<file path="src/rtl/settings_pkg.sv">
// Shared modulation settings bundle and transition mode codes.
// Consumed by the segment swapper and its trigger helper.
package settings;

  localparam int IDX_W   = 15;
  localparam int REP_W   = 16;
  localparam int VALUE_W = 64;

  localparam logic [7:0] TRANSITION_MODE_SYNC_IDX  = 8'h00;
  localparam logic [7:0] TRANSITION_MODE_SYS_TIME  = 8'h01;
  localparam logic [7:0] TRANSITION_MODE_GPIO      = 8'h02;
  localparam logic [7:0] TRANSITION_MODE_EXT       = 8'h10;
  localparam logic [7:0] TRANSITION_MODE_IMMEDIATE = 8'hFF;

  localparam logic [REP_W-1:0] REP_INFINITE = 16'hFFFF;

  typedef struct packed {
    logic                        UPDATE;
    logic                        REQ_RD_SEGMENT;
    logic [7:0]                  TRANSITION_MODE;
    logic [VALUE_W-1:0]          TRANSITION_VALUE;
    logic [1:0][IDX_W-1:0]       CYCLE;
    logic [1:0][REP_W-1:0]       REP;
  } mod_settings_t;

endpackage

</file>
<file path="src/rtl/mod_segment_swapper_trigger.sv">
// Trigger strobes for the segment swapper: index wrap, time match, GPIO edge.
// GPIO edge detector exists only with MOD_TRANSITION_GPIO_EN defined.
module transition_trigger
  import settings::*;
#(
  parameter int SYS_TIME_WIDTH = 56
) (
  input  logic                      clk,
  input  logic                      rst,
  input  logic [IDX_W-1:0]          idx,
  input  logic [IDX_W-1:0]          cycle_len,
  input  logic [SYS_TIME_WIDTH-1:0] sys_time,
  input  logic [SYS_TIME_WIDTH-1:0] time_value,
  input  logic [3:0]                gpio_in,
  input  logic [1:0]                gpio_sel,
  output logic                      wrap,
  output logic                      time_hit,
  output logic                      gpio_edge
);

  logic [IDX_W-1:0] prev_idx;

  always_ff @(posedge clk or posedge rst) begin
    if (rst) prev_idx <= '0;
    else     prev_idx <= idx;
  end

  assign wrap     = (prev_idx == cycle_len) && (idx == '0);
  assign time_hit = sys_time >= time_value;

`ifdef MOD_TRANSITION_GPIO_EN
  logic [3:0] gpio_q;

  always_ff @(posedge clk or posedge rst) begin
    if (rst) gpio_q <= '0;
    else     gpio_q <= gpio_in;
  end

  assign gpio_edge = gpio_in[gpio_sel] & ~gpio_q[gpio_sel];
`else
  logic unused_gpio;
  assign unused_gpio = ^{gpio_in, gpio_sel};
  assign gpio_edge   = 1'b0;
`endif

endmodule

</file>
<file path="src/rtl/mod_segment_swapper.sv">
// Chooses the modulation read segment from controller settings and triggers.
// GPIO transitions are built only with MOD_TRANSITION_GPIO_EN defined.
module mod_segment_swapper
  import settings::*;
#(
  parameter int SYS_TIME_WIDTH = 56
) (
  input  logic                      CLK,
  input  logic                      RST,
  input  mod_settings_t             MOD_SETTINGS,
  input  logic [SYS_TIME_WIDTH-1:0] SYS_TIME,
  input  logic [3:0]                GPIO_IN,
  input  logic [IDX_W-1:0]          IDX,
  output logic                      SEGMENT,
  output logic                      STOP,
  output logic [REP_W-1:0]          LOOP_CNT
);

  typedef enum logic [2:0] {
    RUN, WAIT_IDX, WAIT_TIME, WAIT_GPIO, EXT_RUN
  } state_t;

  state_t state, state_n;

  logic                      req_seg;
  logic [SYS_TIME_WIDTH-1:0] time_val;
  logic [1:0]                gpio_sel;

  logic       accept, swap, swap_seg;
  logic       seg_n, stop_n;
  logic [REP_W-1:0] cnt_n;
  logic       wrap, time_hit, gpio_edge;
  logic [3:0] gpio_pins;

  logic [7:0]       mode;
  logic [REP_W-1:0] rep_cur;

  assign mode    = MOD_SETTINGS.TRANSITION_MODE;
  assign rep_cur = MOD_SETTINGS.REP[SEGMENT];

  logic unused_value;
  assign unused_value = ^MOD_SETTINGS.TRANSITION_VALUE;

`ifdef MOD_TRANSITION_GPIO_EN
  assign gpio_pins = GPIO_IN;
`else
  logic unused_pins;
  assign unused_pins = ^GPIO_IN;
  assign gpio_pins   = '0;
`endif

  transition_trigger #(
    .SYS_TIME_WIDTH(SYS_TIME_WIDTH)
  ) u_trigger (
    .clk       (CLK),
    .rst       (RST),
    .idx       (IDX),
    .cycle_len (MOD_SETTINGS.CYCLE[SEGMENT]),
    .sys_time  (SYS_TIME),
    .time_value(time_val),
    .gpio_in   (gpio_pins),
    .gpio_sel  (gpio_sel),
    .wrap      (wrap),
    .time_hit  (time_hit),
    .gpio_edge (gpio_edge)
  );

  // A fresh UPDATE always beats whatever the old request was waiting on.
  always_comb begin
    state_n  = state;
    accept   = 1'b0;
    swap     = 1'b0;
    swap_seg = req_seg;
    if (MOD_SETTINGS.UPDATE) begin
      unique case (1'b1)
        mode == TRANSITION_MODE_IMMEDIATE: begin
          accept   = 1'b1;
          swap     = 1'b1;
          swap_seg = MOD_SETTINGS.REQ_RD_SEGMENT;
          state_n  = RUN;
        end
        mode == TRANSITION_MODE_EXT: begin
          accept   = 1'b1;
          swap     = 1'b1;
          swap_seg = MOD_SETTINGS.REQ_RD_SEGMENT;
          state_n  = EXT_RUN;
        end
        mode == TRANSITION_MODE_SYNC_IDX: begin
          accept  = 1'b1;
          state_n = WAIT_IDX;
        end
        mode == TRANSITION_MODE_SYS_TIME: begin
          accept  = 1'b1;
          state_n = WAIT_TIME;
        end
`ifdef MOD_TRANSITION_GPIO_EN
        mode == TRANSITION_MODE_GPIO: begin
          accept  = 1'b1;
          state_n = WAIT_GPIO;
        end
`endif
        default: ;
      endcase
    end else begin
      unique case (state)
        WAIT_IDX: if (wrap) begin
          swap    = 1'b1;
          state_n = RUN;
        end
        WAIT_TIME: if (time_hit) begin
          swap    = 1'b1;
          state_n = RUN;
        end
        WAIT_GPIO: if (gpio_edge) begin
          swap    = 1'b1;
          state_n = RUN;
        end
        EXT_RUN: if (wrap && rep_cur == REP_INFINITE) begin
          swap     = 1'b1;
          swap_seg = ~SEGMENT;
        end
        default: ;
      endcase
    end
  end

  // A swap outranks loop counting, so a coincident wrap never leaves LOOP_CNT at 1.
  always_comb begin
    seg_n  = SEGMENT;
    cnt_n  = LOOP_CNT;
    stop_n = STOP;
    if (swap) begin
      seg_n  = swap_seg;
      cnt_n  = '0;
      stop_n = 1'b0;
    end else if (wrap && state != EXT_RUN) begin
      if (rep_cur != REP_INFINITE && LOOP_CNT == rep_cur)
        stop_n = 1'b1;
      else if (LOOP_CNT != REP_INFINITE)
        cnt_n = LOOP_CNT + 16'd1;
    end
  end

  always_ff @(posedge CLK or posedge RST) begin
    if (RST) begin
      state    <= RUN;
      SEGMENT  <= 1'b0;
      STOP     <= 1'b0;
      LOOP_CNT <= '0;
      req_seg  <= 1'b0;
      time_val <= '0;
      gpio_sel <= '0;
    end else begin
      state    <= state_n;
      SEGMENT  <= seg_n;
      STOP     <= stop_n;
      LOOP_CNT <= cnt_n;
      if (accept) begin
        req_seg  <= MOD_SETTINGS.REQ_RD_SEGMENT;
        time_val <= MOD_SETTINGS.TRANSITION_VALUE[SYS_TIME_WIDTH-1:0];
        gpio_sel <= MOD_SETTINGS.TRANSITION_VALUE[1:0];
      end
    end
  end

endmodule

</file>
<file path="config.mk">
export PLATFORM = sky130hd
export DESIGN_NAME = mod_segment_swapper
export DESIGN_NICKNAME = d
export VERILOG_FILES = /design/src/rtl/settings_pkg.sv /design/src/rtl/mod_segment_swapper_trigger.sv /design/src/rtl/mod_segment_swapper.sv
export SDC_FILE = /design/constraint.sdc
export NUM_CORES = 1
export LEC_CHECK = 0
export CAP_MARGIN = 20
export CORE_MARGIN = 3
export CORE_UTILIZATION = 40
export DETAILED_ROUTE_END_ITERATION = 10
export PLACE_DENSITY_LB_ADDON = 0.12
export SLEW_MARGIN = 15
export SYNTH_ARGS = -nofsm -noshare
export SYNTH_HDL_FRONTEND = slang
export SYNTH_SLANG_ARGS = --single-unit
</file>
<file path="constraint.sdc">
create_clock -name CLK -period 2.8 [get_ports CLK]
set_input_delay 0.28 -clock CLK [delete_from_list [all_inputs] [get_ports CLK]]
set_output_delay 0.28 -clock CLK [all_outputs]
set_load 0.1 [all_outputs]
</file>
Word level (Yosys, flattened, before mapping)

Index checks and enable logic that the tools add are counted.

Add/subtract/negate cells: 1
$lt $le $gt $ge: 2
Equality and inequality tests: 16
Mux-type cells: 28
Bitwise gates (word level): 1
Reduce and logical (&&, ||, !) cells: 15

Operator list:

| operator                                       | count |
|---|---|
| 2-to-1 mux 16 bit                              | 6 |
| greater-or-equal comparator 56 bit             | 1 |
| != test 16 bit (second input constant)         | 2 |
| 2-to-1 mux 15 bit                              | 2 |
| adder 16 x 1 -> 16 bit (second input constant) | 1 |
| == test 16 bit                                 | 1 |
| == test 16 bit (second input constant)         | 1 |
| == test 15 bit                                 | 1 |
| logical NOT 15 bit                             | 1 |
| 2-to-1 mux 1 bit                               | 14 |
| one-hot mux 3 bit (4 select lines)             | 1 |
| 2-to-1 mux 3 bit                               | 3 |
| != test 3 bit (second input constant)          | 3 |
| == test 8 x 1 -> 1 bit (second input constant) | 1 |
| == test 8 x 5 -> 1 bit (second input constant) | 1 |
| == test 8 bit (second input constant)          | 1 |
| logical NOT 8 bit                              | 1 |
| one-hot mux 3 bit (2 select lines)             | 1 |
| nonzero test 2 bit                             | 3 |
| != test 5 x 1 -> 1 bit (second input constant) | 1 |
| logical AND 1 bit                              | 4 |
| AND reduction 4 bit                            | 1 |
| OR reduction 4 bit                             | 1 |
| == test 3 x 1 -> 1 bit (second input constant) | 1 |
| other kinds (10)                               | 10 |

Register bits after elaboration: 93
Output and inout port bits: 18

Logic depth before layout (Yosys ltp)

Word-level depth: 10
Depth in mapped cells: 14

Modules after synthesis

A second synthesis with hierarchy kept.

Cells, all modules: 592
Area total of the unflattened synthesis: 6050.8 um^2

By module, submodules not included:

| module              | times used | cells each | area an instance (um^2) |
|---|---|---|---|
| mod_segment_swapper | 1          | 351        | 4062.6 |
| transition_trigger  | 1          | 241        | 1988.2 |

Worst setup path before layout

Ideal clock, no wire load.

Kind: flip-flop to flip-flop
Start point: register SEGMENT
End point: register LOOP_CNT[9]
Setup time: 0.136 ns
Data arrival time: 3.294 ns
Data required time: 2.664 ns
Slack: -0.630 ns
Stages on the path, launching flop included: 14
Path buffers: 5
Clock period less this slack: 3.430 ns
Cells stage by stage: dfrtp_1 > buf_6 > buf_6 > mux2i_1 > xnor2_1 > nor4_1 > nand4_1 > or2_1 > or3_1 > buf_2 > buf_6 > buf_2 > o31ai_1 > a21oi_1

Word-level cells in the longest chain between the ends: 10
Elaborated cells on any way between the ends: 21

Ends and longest elaborated chain:

| item                                                                        | RTL line                          | text |
|---|---|---|
| start: declaration                                                          | mod_segment_swapper.sv:14         | `output logic SEGMENT,` |
| start signal: assignment                                                    | mod_segment_swapper.sv:155        | `SEGMENT <= seg_n;` |
| 2-to-1 mux 15 bit (implied by the code) (2 in series)                       | mod_segment_swapper.sv:58         | `.cycle_len (MOD_SETTINGS.CYCLE[SEGMENT]),` |
| == test 15 bit                                                              | mod_segment_swapper_trigger.sv:28 | `assign wrap = (prev_idx == cycle_len) && (idx == '0);` |
| logical AND 1 bit                                                           | mod_segment_swapper_trigger.sv:28 |  |
| logical AND 1 bit                                                           | mod_segment_swapper.sv:118        | `EXT_RUN: if (wrap && rep_cur == REP_INFINITE) begin` |
| 2-to-1 mux 1 bit                                                            | mod_segment_swapper.sv:118        |  |
| one-hot mux 1 bit (3 select lines)                                          | mod_segment_swapper.sv:105        | `unique case (state)` |
| 2-to-1 mux 1 bit                                                            | mod_segment_swapper.sv:74         | `if (MOD_SETTINGS.UPDATE) begin` |
| != test 2 bit (no source line) / nonzero test 2 bit (equally long branches) | n/a                               |  |
| AND reduction 3 bit (no source line)                                        | n/a                               |  |
| end signal: assignment                                                      | mod_segment_swapper.sv:157        | `LOOP_CNT <= cnt_n;` |
| end: declaration                                                            | mod_segment_swapper.sv:16         | `output logic [REP_W-1:0] LOOP_CNT` |

Parallel ways exist; a longest one is shown, timed or not. The select of a mux whose other input is x is not followed.
A chain may end at the register's enable or synchronous reset.

Worst setup path in the final report

Start point: register SEGMENT
End point: register LOOP_CNT[6]

Same word-level chain as after synthesis.

==> results.cfg <==
[floorplan]
initial_utilization = 0.413
pin_count = 231
rows = 43
fp.dieH_um = 126
dieArea_um2 = 15900
die_x_um = 126
core_area_um2 = 14000

[power_and_ir_drop]
p_sw_uw = 1190
ir_worst_vdd_v = 0.000249
p_leak_uw = 0.00393
powerDensity_nw_per_um2 = 460
p_int_uw = 2810
clock_power_share = 0.278
pwr-share-comb = 0.319
seq_power_share = 0.404
swShare = 0.297

[cts]
cts_tree = built
clock_path_buffers = 2
cts_sinks = 93
hold_buffers = 0
htreeDepth = 3
clk_pin_slew_ns = 0.07
root_buffer = clkbuf_16
clk_latency_ns = 0.34
cts_buffers = 9

[synth]
synth-seq-cells = 93
syn_area_per_cell_um2 = 8.98
synth_edf_count = 0
syn_inst = 644
ys_types = 40
syn_nets = 914
synth_warnings = 0
yosysSeqAreaShare = 0.402
syn_area_um2 = 5780
synth_flop_cell = dfrtp_1
async_flop_share = 1.00

[layout]
final_cells = 1066
area_growth_pct = 50.3
fin_area_um2 = 8690
final_common_cell = clkdlybuf4s50_1
layout-drive-gt1-share = 0.106
final_cell_mix = 200 x clkdlybuf4s50_1, 88 x dfrtp_1, 88 x nand2_1
nets = 1150

[placed_design]
place_inst = 1046
port_buffers = 218
dp_hpwl_um = 13600
post_dp_cell_area_um2 = 8270
gp_congestion = 0.934

[sta]
rsz0062_at_grt = yes
clock_skew_ns = 0.00575
hold_viol = 0
slew-limit-headroom = 0.584
fin_crit_sh = 1.04
fmax_ghz = 0.343
finalMaxSlewViolations = 0
setup_violations = 8
worstMarginPinSlew_ns = 0.625
worst_slack_ns = -0.117
finalCriticalPeriod_ns = 2.92
tns_ns = -0.641

[global_route]
track_usage = 0.215
busiest_layer = met2
grt_antenna_before_repair = 1
use_met3 = 0.0411
grt_first_pass_wirelength_um = 27800
grtUsageMet2 = 0.360
grt.overflow.total = 0
grt_max_degree = 49
grt_pass1_vias = 5870
use_met1 = 0.276

[setup_path]
crit_path_end_kind = register
worstSetupStartpointType = register
ff2ff_path_depth = 11
worstPathCellList = buf_12 -> mux2i_2 -> xnor2_1 -> nor4_2 -> buf_4 -> nand4_1 -> or2_1 -> or3_4 -> buf_6 -> or4_1 -> a21oi_1
cpLargestDelayFamily = simple AND/OR/NAND/NOR gates
crit_path_max_incr_delay_ns = 0.41
worst-path-stages = 11
worstPathArrival_ns = 3.17
required_ns = 3.06
crit_buf_inv = 3
cp_max_fo = 12
cp_slowest_cell = dfrtp_2
critPathKind = register to register

[routing]
firstDrtPassIters = 4
drc = 0
antenna_left = 0
routed_via_density = 5.16
drt_wl_total_um = 17000
drt_iter0_drc = 258
wire_per_inst_um = 15.9
dr_total_vias = 5504

[min_path]
hold_class = input pin to async pin

[run_status]
status = complete, but fails checks
violations = setup timing

[run]
cap_violations = 0
-- per-stage QoR --
step                hold WS [ns]  setup slack [ns]  total power, uW  utilization
floorplan                  0.311            -0.292             2350            -
global placement           0.501            -0.470             2820        0.592
detailed placement         0.505            -0.525             2860        0.592
CTS                        0.390            -0.125             4020        0.615
global route               0.406            -0.279             4300        0.621
finish                     0.371            -0.117             4000        0.621
-- Yosys cell counts, drive strengths merged (11+ instances only) --
cell	count	area [um2]
a21oi	41	205
clkbuf	17	63.8
dfrtp	93	2330
ha	57	713
inv	65	244
mux2i	33	330
nand2	89	334
nand3	13	65.1
nand4	20	125
nor2	18	67.6
nor4	18	113
o21ai	78	390
or3	11	68.8
xnor2	32	280
-- layout make-up --
cell class	count	area, um2
clock inverter	5	27.5
clock buffer	11	233
multi-input combinational	462	3200
timing repair buffer	249	2420
tap	180	225
sequential	93	2330
inverter	65	246
antenna	1	2.50
fill	1219	5300
-- worst paths after layout --
kind,startpoint,endpoint,slack (ns)
hold / removal,RST,u_trigger.prev_idx[9]$_DFF_PP0_,0.37
setup reg to reg,SEGMENT$_DFFE_PP0P_,LOOP_CNT[6]$_DFFE_PP0P_,-0.12
max in group asynchronous,RST,time_val[42]$_DFFE_PP0P_,1.75
min in group CLK,IDX[6],u_trigger.prev_idx[6]$_DFF_PP0_,0.42
hold reg to reg,time_val[0]$_DFFE_PP0P_,time_val[0]$_DFFE_PP0P_,0.52
setup / recovery,SEGMENT$_DFFE_PP0P_,LOOP_CNT[6]$_DFFE_PP0P_,-0.12
-- what timing repair did --
item	in CTS	in global routing
gates resized for setup	8	16
pin swaps	4	3
setup buffers	3	0
endpoints found under the setup margin	16	18
gates cloned	0	0
endpoints found under the hold margin	0	0
-- worst reg2reg max path, stage by stage, from the launching register on --
cell	delay (ns)
dfrtp_2	0.41
buf_12	0.15
mux2i_2	0.21
xnor2_1	0.10
nor4_2	0.30
buf_4	0.16
nand4_1	0.14
or2_1	0.27
or3_4	0.39
buf_6	0.15
or4_1	0.40
a21oi_1	0.16
-- per-layer routing --
layer / part of all wire / wire [um]
met5: 0 / 0
met4: 0.025 / 418
met3: 0.067 / 1130
met2: 0.47 / 8050
met1: 0.43 / 7370
-- kinds of logic (layout without fill, tap and decap cells) --
| group | Yosys count | after routing | share of synthesized area |
|---|---|---|---|
| DFF | 93 | 93 | 0.402 |
| buffers and inverters | 89 | 330 | 0.0625 |
| and+or+nand+nor | 191 | 191 | 0.160 |
| AOI/OAI and AO/OA | 143 | 143 | 0.136 |
| adders and majority gates | 57 | 57 | 0.123 |
| other | 0 | 1 | 0 |
| muxes | 36 | 36 | 0.0630 |
| xor gates and xnor gates | 35 | 35 | 0.0530 |
-- sequential cells by signal (all words and copies together) (netlist names) --
name	flops
time_val	56
STOP	1
SEGMENT	1
LOOP_CNT	16
state	3
u_trigger.prev_idx	15
req_seg	1
-- power groups by stage --
stage | clock [uW] | combinational, uW | sequential (uW)
floorplan | 0 | 709 | 1640
global placement | 0 | 1170 | 1640
detailed placement | 0 | 1220 | 1650
CTS | 1140 | 1260 | 1610
global route | 1210 | 1460 | 1630
finish | 1110 | 1270 | 1610
(Power assumes the default switching activity.)
